`src/rtl/pc16_stack_pkg.sv`:
```
// Shared defaults and control-priority encoding for the pc16_stack program counter.
package pc16_stack_pkg;

    localparam int unsigned PC_WIDTH = 16;
    localparam int unsigned PC_DEPTH = 4;

    // Per-edge operation, listed from highest to lowest priority
    typedef enum logic [2:0] {
        OP_RESET = 3'd0,
        OP_LOAD  = 3'd1,
        OP_POP   = 3'd2,
        OP_INC   = 3'd3,
        OP_HOLD  = 3'd4
    } op_e;

    function automatic op_e op_select(input logic reset, input logic load,
                                      input logic pop, input logic inc);
        if (reset)     return OP_RESET;
        else if (load) return OP_LOAD;
        else if (pop)  return OP_POP;
        else if (inc)  return OP_INC;
        else           return OP_HOLD;
    endfunction

endpackage

```
`src/rtl/pc16_stack_lifo_ram.sv`:
```
// Return-address storage: synchronous write, combinational read.
// Holds no pointer state; the caller supplies both addresses.
module pc16_stack_lifo_ram #(
    parameter int unsigned WIDTH = 16,
    parameter int unsigned DEPTH = 4
) (
    input  logic                     clk,
    input  logic                     i_we,
    input  logic [$clog2(DEPTH)-1:0] i_waddr,
    input  logic [WIDTH-1:0]         i_wdata,
    input  logic [$clog2(DEPTH)-1:0] i_raddr,
    output logic [WIDTH-1:0]         o_rdata_c
);

    logic [WIDTH-1:0] r_mem [DEPTH];

    always_ff @(posedge clk) begin
        if (i_we) begin
            r_mem[i_waddr] <= i_wdata;
        end
    end

    assign o_rdata_c = r_mem[i_raddr];

endmodule

```
`src/rtl/pc16_stack.sv`:
```
// 16-bit program counter with a hardware return-address stack (call/return).
// Define PC16_STACK_ERR_EN to add the sticky `err` output (push-while-full / pop-while-empty).
module pc16_stack
    import pc16_stack_pkg::*;
#(
    parameter int unsigned WIDTH = PC_WIDTH,
    parameter int unsigned DEPTH = PC_DEPTH
) (
    input  logic             clk,
    input  logic             reset,
    input  logic [WIDTH-1:0] in,
    input  logic             load,
    input  logic             push,
    input  logic             pop,
    input  logic             inc,
    output logic [WIDTH-1:0] out,
    output logic             empty,
`ifdef PC16_STACK_ERR_EN
    output logic             err,
`endif
    output logic             full
);

    localparam int unsigned SPW = $clog2(DEPTH + 1);
    localparam int unsigned AW  = $clog2(DEPTH);

    logic [WIDTH-1:0] r_pc;
    logic [SPW-1:0]   r_occ;
    logic             r_empty;
    logic             r_full;

    op_e              w_op;
    logic [WIDTH-1:0] w_pc_next;
    logic [WIDTH-1:0] w_pc_plus1;
    logic [SPW-1:0]   w_occ_next;
    logic             w_we;
    logic [AW-1:0]    w_waddr;
    logic [AW-1:0]    w_raddr;
    logic [WIDTH-1:0] w_rdata;

    assign w_op       = op_select(reset, load, pop, inc);
    assign w_pc_plus1 = r_pc + WIDTH'(1);
    assign w_waddr    = AW'(r_occ);
    assign w_raddr    = AW'(r_occ - SPW'(1));

    pc16_stack_lifo_ram #(
        .WIDTH (WIDTH),
        .DEPTH (DEPTH)
    ) u_ram (
        .clk       (clk),
        .i_we      (w_we),
        .i_waddr   (w_waddr),
        .i_wdata   (w_pc_plus1),
        .i_raddr   (w_raddr),
        .o_rdata_c (w_rdata)
    );

    // Next PC / occupancy selection
    always_comb begin
        w_pc_next  = r_pc;
        w_occ_next = r_occ;
        w_we       = 1'b0;
        case (w_op)
            OP_RESET: begin
            end
            OP_LOAD: begin
                w_pc_next = in;
                if (push && !r_full) begin
                    w_we       = 1'b1;
                    w_occ_next = r_occ + SPW'(1);
                end
            end
            OP_POP: begin
                if (!r_empty) begin
                    w_pc_next  = w_rdata;
                    w_occ_next = r_occ - SPW'(1);
                end
            end
            OP_INC: begin
                w_pc_next = w_pc_plus1;
            end
            OP_HOLD: begin
            end
            default: begin
            end
        endcase
    end

    // Flags are registered alongside occupancy so they always reflect it
    always_ff @(posedge clk) begin
        if (reset) begin
            r_pc    <= '0;
            r_occ   <= '0;
            r_empty <= 1'b1;
            r_full  <= 1'b0;
        end else begin
            r_pc    <= w_pc_next;
            r_occ   <= w_occ_next;
            r_empty <= (w_occ_next == SPW'(0));
            r_full  <= (w_occ_next == SPW'(DEPTH));
        end
    end

    assign out   = r_pc;
    assign empty = r_empty;
    assign full  = r_full;

`ifdef PC16_STACK_ERR_EN
    logic r_err;
    logic w_err_set;

    assign w_err_set = ((w_op == OP_LOAD) && push && r_full) ||
                       ((w_op == OP_POP) && r_empty);

    always_ff @(posedge clk) begin
        if (reset) begin
            r_err <= 1'b0;
        end else if (w_err_set) begin
            r_err <= 1'b1;
        end
    end

    assign err = r_err;
`endif

endmodule

```
`config.mk`:
```
export PLATFORM = sky130hd
export DESIGN_NAME = pc16_stack
export DESIGN_NICKNAME = d
export VERILOG_FILES = /design/src/rtl/pc16_stack_pkg.sv /design/src/rtl/pc16_stack_lifo_ram.sv /design/src/rtl/pc16_stack.sv
export SDC_FILE = /design/constraint.sdc
export NUM_CORES = 1
export LEC_CHECK = 0
export BUFFER_PORTS_ARGS = -buffer_cell sky130_fd_sc_hd__buf_2
export CAP_MARGIN = 40
export CORE_MARGIN = 4
export CORE_UTILIZATION = 35
export CTS_CLUSTER_SIZE = 16
export DETAILED_ROUTE_END_ITERATION = 16
export GPL_ROUTABILITY_DRIVEN = 0
export PLACE_DENSITY_LB_ADDON = 0.1
export SYNTH_ARGS = -nofsm -noshare
export SYNTH_HDL_FRONTEND = slang
export SYNTH_HIERARCHICAL = 1
export SYNTH_SLANG_ARGS = --single-unit
```
`constraint.sdc`:
```
create_clock -name clk -period 2.8 [get_ports clk]
set_input_delay 0.14 -clock clk [delete_from_list [all_inputs] [get_ports clk]]
set_output_delay 0.14 -clock clk [all_outputs]
set_load 0.05 [all_outputs]
```
======== Word-level counts from Yosys, hierarchy flattened ========
Memories as Yosys holds them, arrays and structs flattened.
Index checks and enable logic that the tools add are counted.
storage, ports and cells
  bits in writable memories ............... 64
  bits in registers ....................... 21
  memories ................................ 1
  output and inout bits ................... 18
  bits of input ports ..................... 22
  logic and storage cells ................. 31
cells by class
  equal/unequal tests ..................... 5
  reduce and logical (&&, ||, !) cells .... 5
  $add $sub $neg .......................... 3
  mux-type cells .......................... 13
memories
  memory       depth  bits a word  rd ports  clocked after memory_dff  write ports  line                       source
  u_ram.r_mem  4      16           1         0                         1            pc16_stack_lifo_ram.sv:15  logic [WIDTH-1:0] r_mem [DEPTH];
operator list
  operator               count
  $pmux 16 s3            1
  $mux 3                 6
  $add 16x1->16 const B  1
  $mux 16                1
  $eq 3x2->1 const B     2
  $pmux 3 s2             1
  $mux 1                 4
  $add 3x1->3 const B    1
  $eq 3x1->1 const B     1
  $eq 3x3->1 const B     1
  $logic_not 3->1        1
  $reduce_bool 3->1      1
  $sub 3x1->3 const B    1
  $ne 2x2->1 const B     1
  $reduce_and 2->1       1
  $logic_and 1x1->1      1
  $logic_not 1->1        1

======== Longest topological paths before layout ========
  word-level depth ........................ 8
  depth in mapped cells ................... 9
  gate-level depth less buffers ........... 7

======== Modules after synthesis ========
The synthesis kept the hierarchy.
by module, submodules not included
  module               times used  area each (sq um)  cells each  seq. area each (sq um)
  pc16_stack_lifo_ram  1           2377.3             88          1921.8
  pc16_stack           1           1511.4             187         420.4

======== Least setup slack after synthesis ========
Ideal clock, no wire load.
  path kind ............................... register -> register
  start ................................... register r_full (netlist: full)
  end ..................................... memory u_ram.r_mem[0][0] (enable)
  buffers on the path ..................... 1
  arrival time ............................ 2.298 ns
  library setup time ...................... 0.413 ns
  path slack .............................. 0.089 ns
  period minus slack after synthesis ...... 2.711 ns
  stages on the path, launching flop included .. 4
  data required time ...................... 2.387 ns
  path through ............................ dfxtp_1 > nor4bb_1 > clkbuf_1 > nor3b_1
on the way
  cells in the longest elaborated chain, start to end .. 6
RTL lines
  item                          line                       source
  from (decl)                   pc16_stack.sv:30           logic r_full;
  from (signal assigned)        pc16_stack.sv:100          r_full <= (w_occ_next == SPW'(DEPTH));
  $logic_not 1->1               pc16_stack.sv:68           if (push && !r_full) begin
  $logic_and 1x1->1             pc16_stack.sv:68
  $mux 1                        pc16_stack.sv:68
  $mux 1                        pc16_stack.sv:63           case (w_op)
  via w_we                      pc16_stack.sv:36           logic w_we;
  $mux 1                        pc16_stack_lifo_ram.sv:18  if (i_we) begin
  $mux 1 (implied by the code)  pc16_stack_lifo_ram.sv:19  r_mem[i_waddr] <= i_wdata;
  to (decl)                     pc16_stack_lifo_ram.sv:15
The timed path passes the listed nets, and every way through them passes these cells.

======== Worst setup path in the final report ========
  start ................................... register r_occ[0]
  end ..................................... register r_pc[6] (netlist: out[6])
on the way
  cells in the longest elaborated chain, start to end .. 4
RTL lines
  item                    line              source
  from (decl)             pc16_stack.sv:28  logic [SPW-1:0] r_occ;
  from (signal assigned)  pc16_stack.sv:98  r_occ <= w_occ_next;
  $sub 3x1->3             n/a
  via w_raddr[0]          pc16_stack.sv:38  logic [AW-1:0] w_raddr;
  $mem_v2 4x16            n/a
  via w_rdata[6]          pc16_stack.sv:39  logic [WIDTH-1:0] w_rdata;
  $mux 16                 pc16_stack.sv:74  if (!r_empty) begin
  $pmux 16 s3             pc16_stack.sv:63
  to (signal assigned)    pc16_stack.sv:97  r_pc <= w_pc_next;
  to (decl)               pc16_stack.sv:27  logic [WIDTH-1:0] r_pc;
The timed path passes the listed nets, and every way through them passes these cells. The select of a mux whose other input is x is not followed.
A chain may end at the register's enable or synchronous reset.

==> impl_results.md <==
* Arrival time of data at the critical path endpoint at 2.37 ns
* Gate Count Post-Synth at 275
* Cell at the slowest stage of the critical path: sky130_fd_sc_hd__dfxtp_1
* Area share of the leading cell type in the synthesized netlist at 49.42%
* Clock H-tree levels at 3
* Global-route wire length before repair at 14,760 um
* RSZ-0062 raised after global routing: no
* Largest family of logic cells by synthesized area: simple AND/OR/NAND/NOR gates
* Die height at 113.4 um
* Crit path required time at 3.04 ns
* Count of hold-fix buffers inserted at cts at 0
* Cell Count Post-Placement at 449
* Depth of the worst hold-timing path at 3
* Share of synthesized cell area in and, or, nand and nor gates at 11.13%
* Status: finished clean
* Initial core utilization at 35.87%
* GRT Total Usage at 15.61%
* Critical Path Source Type: register
* Sum of overflow across all layers after global routing at 0
* Routed WL per cell at 20.58 um
* Launching point of the worst reg2reg path: r_occ[0]
* Endpoints failing setup at 0
* Placeable Area at 0.01084 mm^2
* Die span in x at 113.4 um
* Num rows at 38
* Portion of the post-synthesis area used by sequential elements at 60.23%
* Post-synthesis mux area share at 9.846%
* Startpoint-to-endpoint class of the critical path: reg -> reg
* Clock Power Share at 34.5%
* Total standard cell area after synthesis at 0.003889 mm^2
* Number of global-route vias before repair at 2,512
* Crit-path leading delay family: flip-flops
* Maximum number of pins on one net before global-route repair at 23
* Number of failing hold endpoints at the final stage at 0
* Cell breakdown of the critical path: inv_1 -> ha_1 -> inv_1 -> buf_4 -> mux4_2 -> a222oi_1 -> a2bb2oi_1 -> nor2_1
* Max-slew headroom at 41.91%
* Combinational power share at 13.3%
* Net Count, Synth at 300
* Hold Path Class: in -> reg
* Ant. Diodes at 0
* Cell type with the highest aggregate area in the netlist: sky130_fd_sc_hd__edfxtp_1
* Asr flop ratio synth at 0%
* Cells taking the most area after synthesis: sky130_fd_sc_hd__edfxtp_1, sky130_fd_sc_hd__dfxtp_1, sky130_fd_sc_hd__mux4_2, sky130_fd_sc_hd__mux4_1, sky130_fd_sc_hd__nor2_1
* F_max at 468.2 MHz
* Remaining routing DRC violations at 0
* Worst slew pin tran at 0.8713 ns
* Clock transition at the register clock pins on the worst setup and hold paths after CTS at 0.09 ns
* Ys flop type: sky130_fd_sc_hd__edfxtp_1
* Hold Path Origin: in[10]
* Leak pwr at 0.001650 uW
* Number of warnings reported in the yosys synthesis log at 6
* Worst Skew at 0.005859 ns
* Clk_lat worst skew at 0.35 ns
* Post-route core utilization at 41.05%
* Period minus WS final at 2.136 ns
* Area growth from synthesis to layout at 14.45%
* Number of flops mapped to enable cells by yosys at 64
* Final-layout setup total negative slack at 0 ns
* Maximum number of buffers from clock root to sink at 2
* Maximum capacitance violations at 0
* Top-Level Pins at 40
* Reg-to-reg endpoint: out[6]
* Crit path buffers/inverters at 3
* Total cell area at the placement stage at 0.004229 mm^2
* Synth Area in Adders at 0.9653%
* Vias per std cell at 5.353
* Number of antenna violations at the first check in global routing at 0
* Worst stage delay on the critical path at 0.48 ns
* TritonCTS clock tree: built
* Final Net Count at 345
* Fin crit share at 76.28%
* Cell repeated most along the worst path: sky130_fd_sc_hd__inv_1
* Number of cell instances on the worst register-to-register path at 8
* Worst vdd ir at 322.7 uV
* TritonCTS buffer count at 9
* Xor/xnor share of the synthesized area at 3.604%
* Cell-internal power at 2045 uW
* HPWL Detailed at 6080 um
* Fraction of layout instances using a drive strength above 1 at 26.77%
* Final non-filler cell area at 0.004451 mm^2
* Most instantiated library cell after synthesis: sky130_fd_sc_hd__edfxtp_1
* Number of design-rule violations left by the first detailed-router iteration at 178
* Syn avg cell area at 14.14 um^2
* Sequential group share of total power at 52.2%
* Number of synthesized register bits at 85
* Endpoint of the worst hold-timing path: out[10]
* Critical Path End Type: register
* Register Area at 0.002342 mm^2
* Number of detailed-route iterations in the first pass at 5
* Maximum fanout along the worst path at 8
* Count of port buffers added during placement at 39
* Post-CTS Repair Setup Buffers at 0
* Switching power summed over all nets at 743.0 uW
* DR vias at 2,489
* Power Density at 626.5 mW/mm^2
* Number of fillers in the final layout at 1,063
* PostCTS Resize Cnt at 0
* Switching share of total power at 26.64%
* CTS root buf: sky130_fd_sc_hd__clkbuf_8
* Number of unique standard cell types used by synthesis at 52
* Share of the synthesized area in compound gates (AO/OA/AOI/OAI) at 10.71%
* Setup slack of the worst register-to-register path at 0.66 ns
* DIE AREA at 0.01286 mm^2
* Post-Route Hold Slack at 0.1099 ns
* Area used by multi-input combinational logic at 0.001415 mm^2
* Total Wirelength at 9572 um
* Sink Count at 85
* Layout Cells excl Fill at 465
* ANT nets after route at 0
* Final number of max-transition violations at 0
* Most frequent cells after synthesis: sky130_fd_sc_hd__edfxtp_1, sky130_fd_sc_hd__nor2_1, sky130_fd_sc_hd__dfxtp_1, sky130_fd_sc_hd__nand2_1, sky130_fd_sc_hd__a21oi_1
-- worst max-delay path by stage --
stage | startpoint | end | cells after the start
finish | r_occ[0] | out[6] | 8
global route | r_occ[1] | out[6] | 8
CTS | r_occ[0] | out[6] | 8
detailed placement | r_occ[0] | out[6] | 8
global placement | r_occ[0] | out[9] | 8
floorplan | full | u_ram/r_mem[0][0] | 3
-- worst register-to-register path: cells and delay by family (launching register included) --
| kind | cells | cell delay [ns] |
|---|---|---|
| flops | 1 | 0.48 |
| fa+ha+maj | 1 | 0.35 |
| buf+inv | 3 | 0.38 |
| compound gates | 2 | 0.46 |
| simple gates | 1 | 0.05 |
| mux | 1 | 0.31 |
-- cell usage in the layout, fill, tap and decap left out, types with 5 or more instances in the layout --
cell type                   n
sky130_fd_sc_hd__mux4_2    10
sky130_fd_sc_hd__nand3_1    6
sky130_fd_sc_hd__a21oi_1   11
sky130_fd_sc_hd__a22oi_1    5
sky130_fd_sc_hd__clkbuf_8   9
sky130_fd_sc_hd__nor2_1    22
sky130_fd_sc_hd__nor3_1     5
sky130_fd_sc_hd__nand2_1   13
sky130_fd_sc_hd__edfxtp_1  64
sky130_fd_sc_hd__inv_1      7
sky130_fd_sc_hd__mux4_1     6
sky130_fd_sc_hd__and3_1     6
sky130_fd_sc_hd__a222oi_1   7
sky130_fd_sc_hd__dfxtp_1   21
sky130_fd_sc_hd__o21ai_0    9
sky130_fd_sc_hd__xnor2_1    7
sky130_fd_sc_hd__o21ai_1    6
sky130_fd_sc_hd__buf_4     10
sky130_fd_sc_hd__buf_2     39
sky130_fd_sc_hd__xor2_1     9
-- registers in the layout, summed over array words and instances, names as in the netlist --
register and flops:
r_occ 3, full 1, out 16, u_ram/r_mem 64, empty 1
-- power by group through the flow --
| stage | logic, uW | registers (uW) | clock network, uW |
|---|---|---|---|
| after detailed placement | 374 | 1490 | 0 |
| final | 370 | 1450 | 963 |
| after global placement | 370 | 1480 | 0 |
| after floorplan | 200 | 1550 | 0 |
| after CTS | 376 | 1460 | 991 |
| after global routing | 399 | 1460 | 1040 |
-- per-stage QoR --
step	total power (uW)	setup WS [ns]
6_report	2788	0.6641
5_1_grt	2905	0.5491
4_1_cts	2823	0.6690
3_5_place_dp	1859	0.6908
3_3_place_gp	1854	0.7602
2_1_floorplan	1749	0.08895
-- per-layer routing --
metal  global-route usage [%]  vias to the layer above  routed length, um
met2                    25.71                       57               4799
li1                         -                     1177                  -
met4                    3.606                        0                110
met3                    4.562                        8                435
met1                    20.51                     1247               4227
met5                        0                        -                  0
-- kinds of logic after synthesis --
| family | count (synthesis) |
|---|---|
| AO/OA/AOI/OAI | 59 |
| flip-flops | 85 |
| multiplexers | 16 |
| XOR/XNOR | 16 |
| adder cells (fa/ha/maj) | 3 |
| AND/OR/NAND/NOR | 74 |
| buffers and inverters | 22 |
-- cell type report --
type | count | area share [%]
inverter | 7 | 0.5904
clock inverter | 7 | 2.193
tap | 140 | 3.936
timing repair buffer | 49 | 6.073
sequential | 85 | 52.63
multi-input combinational | 168 | 31.80
clock buffer | 9 | 2.783
No activity file was read; power rests on OpenSTA's default activity.
